[src/rtl/stack_unit_if.sv]
// Operation/result bundle between a stack CPU and one stack_unit instance.
// The CPU side drives ops through the master modport; the stack drives results through slave.
interface stack_unit_if #(
  parameter int WIDTH = 16,
  parameter int DEPTH = 32
);
  localparam int CW = $clog2(DEPTH + 1);

  logic             op_valid;
  logic [3:0]       op;
  logic [WIDTH-1:0] push_data;
  logic             clear_err;
  logic [WIDTH-1:0] tos;
  logic [WIDTH-1:0] nos;
  logic [WIDTH-1:0] ros;
  logic [CW-1:0]    count;
  logic             empty;
  logic             full;
  logic             overflow;
  logic             underflow;
  logic             op_err;

  modport master (
    output op_valid, op, push_data, clear_err,
    input  tos, nos, ros, count, empty, full, overflow, underflow, op_err
  );

  modport slave (
    input  op_valid, op, push_data, clear_err,
    output tos, nos, ros, count, empty, full, overflow, underflow, op_err
  );
endinterface

[src/rtl/stack_unit.sv]
// Stack engine: top three entries in registers, deeper entries spilled to an array
// indexed by count-4, one operation per clock with sticky overflow/underflow flags.
module stack_unit #(
  parameter int WIDTH = 16,
  parameter int DEPTH = 32
) (
  input  logic         clk,
  input  logic         rst,
  stack_unit_if.slave  bus
);
  localparam int CW = $clog2(DEPTH + 1);
  localparam int AW = $clog2(DEPTH);

  localparam logic [3:0] OP_NOP   = 4'd0;
  localparam logic [3:0] OP_PUSH  = 4'd1;
  localparam logic [3:0] OP_DROP  = 4'd2;
  localparam logic [3:0] OP_DUP   = 4'd3;
  localparam logic [3:0] OP_SWAP  = 4'd4;
  localparam logic [3:0] OP_ROT   = 4'd5;
  localparam logic [3:0] OP_REPL1 = 4'd6;
  localparam logic [3:0] OP_REPL2 = 4'd7;
  localparam logic [3:0] OP_CLEAR = 4'd8;

  logic [WIDTH-1:0] tos_q, tos_d;
  logic [WIDTH-1:0] nos_q, nos_d;
  logic [WIDTH-1:0] ros_q, ros_d;
  logic [CW-1:0]    cnt_q, cnt_d;
  logic             ovf_q, ovf_d;
  logic             unf_q, unf_d;
  logic             err_q;

  logic [WIDTH-1:0] mem_q [DEPTH];
  logic             mem_we;
  logic [AW-1:0]    wr_idx;
  logic [AW-1:0]    rd_idx;
  logic [WIDTH-1:0] refill;

  logic             is_full;
  logic             rej_ovf;
  logic             rej_unf;

  function automatic logic has_n(input logic [CW-1:0] c, input int n);
    return c >= CW'(n);
  endfunction

  assign is_full = (cnt_q == CW'(DEPTH));

  // Modulo-DEPTH offsets: spill slot is count-3 (old ros lands there), refill slot is count-4.
  assign wr_idx = cnt_q[AW-1:0] + AW'(DEPTH - 3);
  assign rd_idx = cnt_q[AW-1:0] + AW'(DEPTH - 4);
  assign refill = has_n(cnt_q, 4) ? mem_q[rd_idx] : '0;

  always_comb begin
    tos_d   = tos_q;
    nos_d   = nos_q;
    ros_d   = ros_q;
    cnt_d   = cnt_q;
    mem_we  = 1'b0;
    rej_ovf = 1'b0;
    rej_unf = 1'b0;
    if (bus.op_valid) begin
      unique case (bus.op)
        OP_PUSH: begin
          if (is_full) begin
            rej_ovf = 1'b1;
          end else begin
            tos_d  = bus.push_data;
            nos_d  = tos_q;
            ros_d  = nos_q;
            cnt_d  = cnt_q + CW'(1);
            mem_we = has_n(cnt_q, 3);
          end
        end
        OP_DROP: begin
          if (!has_n(cnt_q, 1)) begin
            rej_unf = 1'b1;
          end else begin
            tos_d = nos_q;
            nos_d = ros_q;
            ros_d = refill;
            cnt_d = cnt_q - CW'(1);
          end
        end
        OP_DUP: begin
          if (!has_n(cnt_q, 1)) begin
            rej_unf = 1'b1;
          end else if (is_full) begin
            rej_ovf = 1'b1;
          end else begin
            nos_d  = tos_q;
            ros_d  = nos_q;
            cnt_d  = cnt_q + CW'(1);
            mem_we = has_n(cnt_q, 3);
          end
        end
        OP_SWAP: begin
          if (!has_n(cnt_q, 2)) begin
            rej_unf = 1'b1;
          end else begin
            tos_d = nos_q;
            nos_d = tos_q;
          end
        end
        OP_ROT: begin
          if (!has_n(cnt_q, 3)) begin
            rej_unf = 1'b1;
          end else begin
            tos_d = ros_q;
            nos_d = tos_q;
            ros_d = nos_q;
          end
        end
        OP_REPL1: begin
          if (!has_n(cnt_q, 1)) begin
            rej_unf = 1'b1;
          end else begin
            tos_d = bus.push_data;
          end
        end
        OP_REPL2: begin
          if (!has_n(cnt_q, 2)) begin
            rej_unf = 1'b1;
          end else begin
            tos_d = bus.push_data;
            nos_d = ros_q;
            ros_d = refill;
            cnt_d = cnt_q - CW'(1);
          end
        end
        OP_CLEAR: begin
          tos_d = '0;
          nos_d = '0;
          ros_d = '0;
          cnt_d = '0;
        end
        default: ;
      endcase
    end
    // A new rejection in the same cycle as clear_err leaves its flag set.
    ovf_d = (ovf_q & ~bus.clear_err) | rej_ovf;
    unf_d = (unf_q & ~bus.clear_err) | rej_unf;
  end

  always_ff @(posedge clk) begin
    if (rst) begin
      tos_q <= '0;
      nos_q <= '0;
      ros_q <= '0;
      cnt_q <= '0;
      ovf_q <= 1'b0;
      unf_q <= 1'b0;
      err_q <= 1'b0;
    end else begin
      tos_q <= tos_d;
      nos_q <= nos_d;
      ros_q <= ros_d;
      cnt_q <= cnt_d;
      ovf_q <= ovf_d;
      unf_q <= unf_d;
      err_q <= rej_ovf | rej_unf;
    end
  end

  // Spill array carries no reset; count gates every read so stale slots stay hidden.
  always_ff @(posedge clk) begin
    if (mem_we && !rst) begin
      mem_q[wr_idx] <= ros_q;
    end
  end

  assign bus.tos       = tos_q;
  assign bus.nos       = nos_q;
  assign bus.ros       = ros_q;
  assign bus.count     = cnt_q;
  assign bus.empty     = (cnt_q == '0);
  assign bus.full      = is_full;
  assign bus.overflow  = ovf_q;
  assign bus.underflow = unf_q;
  assign bus.op_err    = err_q;
endmodule

[src/flat_wrapper.sv]
// flat-port wrapper written by rule: the top's interface ports become plain ports
module stack_unit_flat 
#(
  parameter int WIDTH = 16,
  parameter int DEPTH = 32
)
  (clk, rst, bus_op_valid, bus_op, bus_push_data, bus_clear_err, bus_tos, bus_nos, bus_ros, bus_count, bus_empty, bus_full, bus_overflow, bus_underflow, bus_op_err);
  stack_unit_if #(.WIDTH(WIDTH), .DEPTH(DEPTH)) bus_i ();
  input  logic clk;
  input  logic rst;
  input wire logic [$bits(bus_i.op_valid)-1:0] bus_op_valid;
  input wire logic [$bits(bus_i.op)-1:0] bus_op;
  input wire logic [$bits(bus_i.push_data)-1:0] bus_push_data;
  input wire logic [$bits(bus_i.clear_err)-1:0] bus_clear_err;
  output wire logic [$bits(bus_i.tos)-1:0] bus_tos;
  output wire logic [$bits(bus_i.nos)-1:0] bus_nos;
  output wire logic [$bits(bus_i.ros)-1:0] bus_ros;
  output wire logic [$bits(bus_i.count)-1:0] bus_count;
  output wire logic [$bits(bus_i.empty)-1:0] bus_empty;
  output wire logic [$bits(bus_i.full)-1:0] bus_full;
  output wire logic [$bits(bus_i.overflow)-1:0] bus_overflow;
  output wire logic [$bits(bus_i.underflow)-1:0] bus_underflow;
  output wire logic [$bits(bus_i.op_err)-1:0] bus_op_err;
  assign bus_i.op_valid = bus_op_valid;
  assign bus_i.op = bus_op;
  assign bus_i.push_data = bus_push_data;
  assign bus_i.clear_err = bus_clear_err;
  assign bus_tos = bus_i.tos;
  assign bus_nos = bus_i.nos;
  assign bus_ros = bus_i.ros;
  assign bus_count = bus_i.count;
  assign bus_empty = bus_i.empty;
  assign bus_full = bus_i.full;
  assign bus_overflow = bus_i.overflow;
  assign bus_underflow = bus_i.underflow;
  assign bus_op_err = bus_i.op_err;
  stack_unit #(.WIDTH(WIDTH), .DEPTH(DEPTH)) u_core (.clk(clk), .rst(rst), .bus(bus_i));
endmodule
[config.mk]
export PLATFORM = sky130hd
export DESIGN_NAME = stack_unit_flat
export DESIGN_NICKNAME = d
export VERILOG_FILES = /design/src/rtl/stack_unit_if.sv /design/src/rtl/stack_unit.sv /design/src/flat_wrapper.sv
export SDC_FILE = /design/constraint.sdc
export NUM_CORES = 1
export LEC_CHECK = 0
export CORE_MARGIN = 2
export CORE_UTILIZATION = 35
export CTS_BUF_LIST = sky130_fd_sc_hd__clkbuf_4 sky130_fd_sc_hd__clkbuf_8
export CTS_CLUSTER_DIAMETER = 40
export DETAILED_ROUTE_END_ITERATION = 8
export PLACE_DENSITY = 0.58
export RECOVER_POWER = 25
export SYNTH_ARGS = -nofsm -noshare
export SYNTH_HDL_FRONTEND = slang
export SYNTH_SLANG_ARGS = --single-unit
export TNS_END_PERCENT = 20
[constraint.sdc]
create_clock -name clk -period 3.92 [get_ports clk]
set_input_delay 0.98 -clock clk [delete_from_list [all_inputs] [get_ports clk]]
set_output_delay 0.98 -clock clk [all_outputs]
set_load 0.005 [all_outputs]
==> results of run 1 <==
## metrics by stage
stage / worst slack [ps] / std cells / util / setup TNS (ps)
final: 268 / 2564 / 0.423 / 0
after global routing: 109 / 2563 / 0.423 / 0
after CTS: 212 / 2563 / 0.423 / 0
after detailed placement: -38.4 / 2386 / 0.396 / -38.4
after global placement: -22.9 / 2386 / 0.396 / -22.9
after floorplan: 205 / 1429 / - / 0
## logic make-up after synthesis
kind of cell	Yosys count	synth area share
AOI/OAI and AO/OA	295	0.105
xor gates and xnor gates	10	0.00374
adders and majority gates	8	0.00427
buffers and inverters	111	0.0220
DFF	569	0.704
muxes	209	0.112
and+or+nand+nor	227	0.0493
## state kept, by name (all words and copies together), names as in the netlist
name / cells
u_core.bus.nos: 16
u_core.bus.ros: 16
u_core.bus.overflow: 1
u_core.bus.count: 6
u_core.bus.tos: 16
u_core.mem_q: 512
u_core.bus.underflow: 1
u_core.bus.op_err: 1
## final timing paths
path                                                         to  cells past startpoint  slack (ps)                             start
worst max-delay path                                  bus_empty                      5         270  u_core.bus.count[1]$_SDFFE_PP0P_
worst max register to register   u_core.bus.ros[5]$_SDFFE_PP0P_                      9         420  u_core.bus.count[2]$_SDFFE_PP0P_
worst min-delay path            u_core.bus.underflow$_SDFF_PP0_                      2         490   u_core.bus.underflow$_SDFF_PP0_
worst min register to register  u_core.bus.underflow$_SDFF_PP0_                      2         490   u_core.bus.underflow$_SDFF_PP0_
## power groups by stage
stage | Sequential (W) | Clock, W | Combinational (W)
finish | 0.00679 | 0.00503 | 0.000941
detailed placement | 0.00690 | 0 | 0.000945
floorplan | 0.00691 | 0 | 0.000482
CTS | 0.00678 | 0.00517 | 0.000947
global route | 0.00678 | 0.00544 | 0.00100
global placement | 0.00691 | 0 | 0.000928
## critical path, stage by stage, from the launching register on
cell and delay, ps:
dfxtp_4 710, inv_1 140, ha_1 340, nand2_1 260
nor3_1 70, clkdlybuf4s50_1 480
## placed cells by master (no fill, tap or decap), types with 12 or more instances in the layout
cell type	count
mux2_2	98
clkinv_1	32
clkbuf_4	12
nor2_1	42
clkinv_2	19
a22oi_1	49
mux2i_1	79
and3_1	18
clkbuf_8	99
a31oi_1	20
mux4_2	32
o22ai_1	53
a2111oi_0	13
nor2b_1	22
nor4_1	18
a311oi_1	27
a222oi_1	16
nand2_1	82
a211oi_1	22
dfxtp_1	56
clkdlybuf4s50_1	81
buf_12	31
buf_4	75
a21oi_1	40
edfxtp_1	512
## layout make-up
class                      count  area, um2
multi-input combinational    749       6440
antenna                        1       2.50
clock buffer                 111       1450
fill                        5995      38100
timing repair buffer         199       2040
clock inverter                66        390
tap                          864       1080
inverter                       5       18.8
sequential                   569      16500
## routing by layer
metal  routed length [um]  vias to the layer above  part of all wire
met4                 2200                        4             0.034
met5                   26                        -           0.00040
met2                30100                      546              0.46
met3                 5300                      132             0.082
met1                27300                     7142              0.42
li1                     -                     6221                 -
==> out/qor.yml, run 1 <==
placement:
  post_dp_cell_area_um2: 26100
  numPortBuffers: 82
  gp_congestion: 0.898
  dp.final_hpwl_mm: 41.2
power_and_ir_drop:
  ir_drop_mv: 0.268
  intPower_w: 0.00966
  p_sw_frac: 0.243
  switchingPower_w: 0.00310
  leakagePower_nw: 9.14
  power.density_nw_per_um2: 456
  pwr-share-seq: 0.532
  finalPower_w: 0.0128
  p_clk_frac: 0.394
  pwr-share-comb: 0.074
clock_network:
  cts_tree: "built"
  clk_pin_slew_ps: 50
  cts.repair.resized: 0
  clkSinkCount: 569
  cts_root_buffer: "clkbuf_8"
  clock_latency_ps: 680
  htree_levels: 3
  cts_setup_buffers: 0
  cts_max_path_buffers: 3
  ctsHoldBuffers: 0
  cts_buffers: 96
sta:
  final_max_slew_viol_count: 180
  fin_crit_ps: 3650
  max_freq_mhz: 274
  worst_slew_pin_slew_ps: 2330
  whs_ps: 485
  hold_viol: 0
  max-slew-margin-rel: -0.554
  clock_skew_ps: 21.0
  finalCritPeriodShare: 0.932
  setup_viol: 0
  grt_setup_unrepaired: "no"
outcome:
  status: "finished with violations"
  violations: "max-capacitance violations, max-slew violations"
route:
  totalWireLength_mm: 64.9
  drc: 0
  wl_per_cell_um: 25.3
  vias_per_cell: 5.48
  drt_iter0_drc: 1254
  drt_first_pass_iters: 6
  vias: 14000
  drtAntennaViolNets: 0
global_routing:
  grt_util_met2: 0.293
  grt.met1_usage: 0.240
  grt_util_met3: 0.0603
  overflow: 0
  grt_pass1_wl_mm: 94.4
  grt_max_degree: 74
  grt_usage: 0.186
  grt_pass1_vias: 14300
  antenna_found_initial: 2
  grt_busiest_layer: "met2"
floorplan:
  num_io_pins: 83
  die_y_um: 263
  die_w_um: 263
  rows: 94
  initial_utilization: 0.355
  dieArea_um2: 69100
  core_area_um2: 66100
logic_synthesis:
  synthFlopType: "edfxtp_1"
  synthArstFlopShare: 0
  yosysWarnings: 0
  synth_edf_count: 512
  synth_top_cell_by_area: "edfxtp_1"
  synth_common_cells: "512 x edfxtp_1, 98 x mux2_2, 82 x nand2_1, 79 x mux2i_1, 59 x clkbuf_1"
  syn_avg_cell_area_um2: 16.4
  ys_types: 62
  yosysMostFrequentCell: "edfxtp_1"
  ys_seq_elements: 569
  synthCells: 1429
  ys_seq_area_frac: 0.704
  yosys-top-cells-area: "edfxtp_1 66%, dfxtp_1 4.9%, mux2_2 4.7%"
  synth_nets: 1461
  netlist_area_um2: 23400
  synth_top_area_share: 0.656
finish:
  syn_to_final_growth_pct: 19.2
  finalNetCount: 1652
  drive_above_1_share: 0.250
  fin_area_um2: 28000
worst_setup_path:
  crit_path_end_kind: "output pin"
  arrival_ps: 2670
  worstSetupPathType: "reg2out"
  start_kind: "register"
  cp_max_fo: 28
  crit_required_ps: 2940
flow_run:
  cap_viol_max_count: 5
hold_path:
  hp-class: "reg2reg"
Note: power is estimated with default switching activity, not from simulation.
==> run 2: changes to the inputs <==
- DONT_BUFFER_PORTS: unset -> 1
- PLACE_DENSITY: 0.58 -> 0.57
==> out/qor.yml, run 2 (same netlist as run 1, synthesis figures left out) <==
route:
  totalWireLength_mm: 66.3
  wl_per_cell_um: 26.9
  vias_per_cell: 5.68
  drt_iter0_drc: 1711
  vias: 14000
  drtAntennaViolNets: 0
  drt_first_pass_iters: 6
  drc: 0
sta:
  final_max_slew_viol_count: 164
  grt_setup_unrepaired: "no"
  worst_slew_pin_slew_ps: 2080
  finalCritPeriodShare: 0.884
  max_freq_mhz: 289
  fin_crit_ps: 3470
  max-slew-margin-rel: -0.388
  setup_viol: 0
  tns_ps: 0
  hold_viol: 0
  clock_skew_ps: 32.7
power_and_ir_drop:
  p_clk_frac: 0.425
  switchingPower_w: 0.00308
  power.density_nw_per_um2: 492
  pwr-share-seq: 0.515
  p_sw_frac: 0.233
  leakagePower_nw: 8.82
  finalPower_w: 0.0132
  pwr-share-comb: 0.060
  intPower_w: 0.0101
  ir_drop_mv: 0.272
placement:
  gp_congestion: 0.917
  dp.final_hpwl_mm: 41.7
  placed_cells: 2290
  numPortBuffers: 0
outcome:
  violations: "max-capacitance violations, max-slew violations"
  status: "finished with violations"
global_routing:
  grt_max_degree: 59
  overflow: 0
  antenna_found_initial: 1
  grt_usage: 0.188
  grt_pass1_wl_mm: 95.6
  grt_pass1_vias: 13700
worst_setup_path:
  crit_slowest_cell: "clkbuf_1"
  arrival_ps: 2490
  crit_buf_inv: 1
  worst_path_dominant_cell_family: "buffers and inverters"
  worstSetupPathType: "reg2out"
  crit_path_end_kind: "output pin"
  cpPeakStageDelay_ps: 1470
  crit_required_ps: 2940
  path_cells: "clkbuf_1"
  start_kind: "register"
  cp_max_fo: 36
clock_network:
  ctsHoldBuffers: 0
  htree_levels: 3
  clkSinkCount: 569
  clk_pin_slew_ps: 70
  cts.repair.resized: 0
  cts_buffers: 96
  cts_max_path_buffers: 3
  cts_setup_buffers: 0
  clock_latency_ps: 700
  cts_tree: "built"
  cts_root_buffer: "clkbuf_8"
finish:
  largest_reg_flops: 512
  final_cell_mix: "512 x edfxtp_1, 101 x clkbuf_8, 98 x mux2_2"
  syn_to_final_growth_pct: 14.6
  diodes: 0
  multiInputGateArea_um2: 6460
  seq_area_um2: 16500
  instances_no_fill: 2465
  post-route-util: 0.407
  drive_above_1_share: 0.266
  regMostFlops: "u_core.mem_q"
  fill_cells: 5986
  finalNetCount: 1556
  final_common_cell: "edfxtp_1"
floorplan:
  rows: 94
  dieArea_um2: 69100
  core_area_um2: 66100
  num_io_pins: 83
  initial_utilization: 0.355
  die_y_um: 263
  die_w_um: 263
flow_run:
  cap_viol_max_count: 5
hold_path:
  hp-class: "in2reg"
## run 2: cell count changes in the layout (fill, tap and decap cells not counted), sizes merged
cell           previous run  this run
buf                     107        93
clkdlybuf4s50            81         0
inv                       6         9
diode                     1         0
clkinvlp                  9         4
clkbuf                  122       145
clkinv                   54        25
bufinv                    2         7
## run 2: power by group through the flow
stage	clock network (W)	logic (W)	registers (W)
final	0.00562	0.000787	0.00681
after global routing	0.00597	0.000838	0.00681
after CTS	0.00573	0.000791	0.00681
after detailed placement	0	0.000789	0.00693
after global placement	0	0.000777	0.00693
after floorplan	0	0.000482	0.00691
## run 2: per-layer routing
metal,wire length (um),part of all wire,global-route usage
met5,0,0,0
met4,2010,0.030,0.0633
met3,5900,0.089,0.0483
met2,30700,0.46,0.296
met1,27700,0.42,0.254
## run 2: layout make-up
type,instances,area share
sequential,569,0.615
inverter,5,0.000698
multi-input combinational,749,0.240
tap,864,0.0402
clock inverter,40,0.0151
clock buffer,135,0.0612
timing repair buffer,103,0.0278
## run 2: per-stage QoR
stage / setup WS, ps / hold slack (ps) / area (um2)
2_1_floorplan: 205 / 466 / 23400
3_3_place_gp: 576 / 489 / 24900
3_5_place_dp: 549 / 509 / 24900
4_1_cts: 541 / 296 / 26900
5_1_grt: 296 / 308 / 26900
6_report: 454 / 357 / 26900
## run 2: path summary, 6_finish.rpt
check	from	to	slack, ps	cells after the start
worst min register to register	u_core.bus.overflow$_SDFF_PP0_	u_core.bus.overflow$_SDFF_PP0_	510	2
worst max register to register	u_core.bus.count[2]$_SDFFE_PP0P_	u_core.bus.ros[5]$_SDFFE_PP0P_	570	8
worst min-delay path	rst	u_core.bus.tos[8]$_SDFFE_PP0P_	360	1
worst max-delay path	u_core.bus.ros[4]$_SDFFE_PP0P_	bus_ros[4]	450	1
## run 2: worst register-to-register path: cells and delay by family (launching register included)
| kind | cells | cell delay (ps) |
|---|---|---|
| fa+ha+maj | 1 | 770 |
| simple gates | 1 | 120 |
| flops | 1 | 340 |
| buf+inv | 2 | 540 |
| compound gates | 3 | 1070 |
| mux | 1 | 380 |
==> run 3: changes to the inputs <==
- CAP_MARGIN: unset -> 20
- CTS_CLUSTER_SIZE: unset -> 20
- MAX_ROUTING_LAYER: unset -> met4
==> out/qor.yml, run 3 (same netlist as run 1, synthesis figures left out) <==
outcome:
  status: "finished with violations"
  violations: "max-capacitance violations, max-slew violations"
sta:
  fin_crit_ps: 3410
  max_freq_mhz: 293
  grt_setup_unrepaired: "no"
  setup_slack_ps: 508
  final_max_slew_viol_count: 214
  clock_skew_ps: 39.6
  worst_slew_pin_slew_ps: 2200
  finalCritPeriodShare: 0.870
  setup_viol: 0
  tns_ps: 0
  hold_viol: 0
  whs_ps: 376
  max-slew-margin-rel: -0.469
global_routing:
  grt_max_degree: 59
  antenna_found_initial: 3
  overflow: 0
  grt_pass1_wl_mm: 95.1
  grt_pass1_vias: 13500
  grt_usage: 0.193
floorplan:
  initial_utilization: 0.355
  num_io_pins: 83
  rows: 94
  die_y_um: 263
  die_w_um: 263
  core_area_um2: 66100
  dieArea_um2: 69100
power_and_ir_drop:
  p_clk_frac: 0.403
  switchingPower_w: 0.00329
  intPower_w: 0.00942
  leakagePower_nw: 8.62
  p_sw_frac: 0.259
  pwr-share-comb: 0.064
  ir_drop_mv: 0.303
  power.density_nw_per_um2: 478
  pwr-share-seq: 0.534
route:
  drt_first_pass_iters: 7
  vias: 13700
  drc: 0
  drt_iter0_drc: 1569
  vias_per_cell: 5.63
  totalWireLength_mm: 65.6
  drtAntennaViolNets: 0
  wl_per_cell_um: 26.9
placement:
  gp_congestion: 0.892
  post-place-ws_ps: 498
  numPortBuffers: 0
  post_dp_cell_area_um2: 24900
  dp.final_hpwl_mm: 41.0
clock_network:
  cts_tree: "built"
  clk_pin_slew_ps: 80
  clock_latency_ps: 690
  ctsHoldBuffers: 0
  clkSinkCount: 569
  htree_levels: 3
  cts_root_buffer: "clkbuf_8"
  cts_setup_buffers: 0
  cts_max_path_buffers: 3
  cts_buffers: 81
  cts.repair.resized: 0
finish:
  multiInputGateArea_um2: 6460
  final_cell_mix: "512 x edfxtp_1, 98 x mux2_2, 87 x buf_4"
  fill_cells: 6104
  final_common_cell: "edfxtp_1"
  fin_area_um2: 26600
  seq_area_um2: 16500
  regMostFlops: "u_core.mem_q"
  syn_to_final_growth_pct: 13.5
  largest_reg_flops: 512
  finalNetCount: 1538
  drive_above_1_share: 0.259
hold_path:
  hp-class: "in2reg"
  min-delay-start: "rst"
flow_run:
  cap_viol_max_count: 6
worst_setup_path:
  r2r_start: "u_core.bus.count[2]$_SDFFE_PP0P_"
  worstSetupPathType: "reg2reg"
  startpoint: "u_core.bus.count[2]$_SDFFE_PP0P_"
  cp_max_fo: 37
  ff2ff_setup_slack_ps: 510
  start_kind: "register"
  crit_required_ps: 4420
  crit_path_end_kind: "register"
  arrival_ps: 3920
==> run 3: stage by stage <==
step / utilization / power [W] / instances
finish: 0.403 / 0.0127 / 2438
global route: 0.403 / 0.0131 / 2437
CTS: 0.403 / 0.0128 / 2435
detailed placement: 0.376 / 0.00773 / 2286
global placement: 0.376 / 0.00771 / 2285
floorplan: - / 0.00739 / 1429
==> run 3: worst paths after layout <==
| check | to | cells after the start |
|---|---|---|
| max reg2reg | u_core.bus.ros[15]$_SDFFE_PP0P_ | 8 |
| min | u_core.bus.tos[5]$_SDFFE_PP0P_ | 1 |
| max | u_core.bus.ros[15]$_SDFFE_PP0P_ | 8 |
| min reg2reg | u_core.bus.underflow$_SDFF_PP0_ | 2 |
==> run 3: area by class of cell <==
class                      count  area share
multi-input combinational    749       0.243
timing repair buffer         100      0.0279
inverter                       5    0.000705
antenna                        2    0.000188
sequential                   569       0.621
clock buffer                  89      0.0451
tap                          864      0.0406
clock inverter                60      0.0221
==> run 3: layer usage <==
layer | GRT usage | wire (um)
met1 | 0.248 | 27500
met2 | 0.296 | 30800
met3 | 0.0597 | 5740
met4 | 0.0539 | 1660
met5 | - | 0
==> run 3: critical path: stages (launching register included) <==
cell and delay (ps):
dfxtp_1 340, inv_1 120, ha_4 740, buf_4 410, mux2_2 370, o22ai_1 260, nor4_1 150, a2111oi_0 670
a311oi_1 180
==> run 3: power groups by stage <==
stage	Combinational (W)	Clock [W]	Sequential (W)
3_5_place_dp	0.000813	0	0.00692
6_report	0.000809	0.00512	0.00678
4_1_cts	0.000814	0.00520	0.00678
2_1_floorplan	0.000482	0	0.00691
5_1_grt	0.000862	0.00547	0.00679
3_3_place_gp	0.000791	0	0.00692
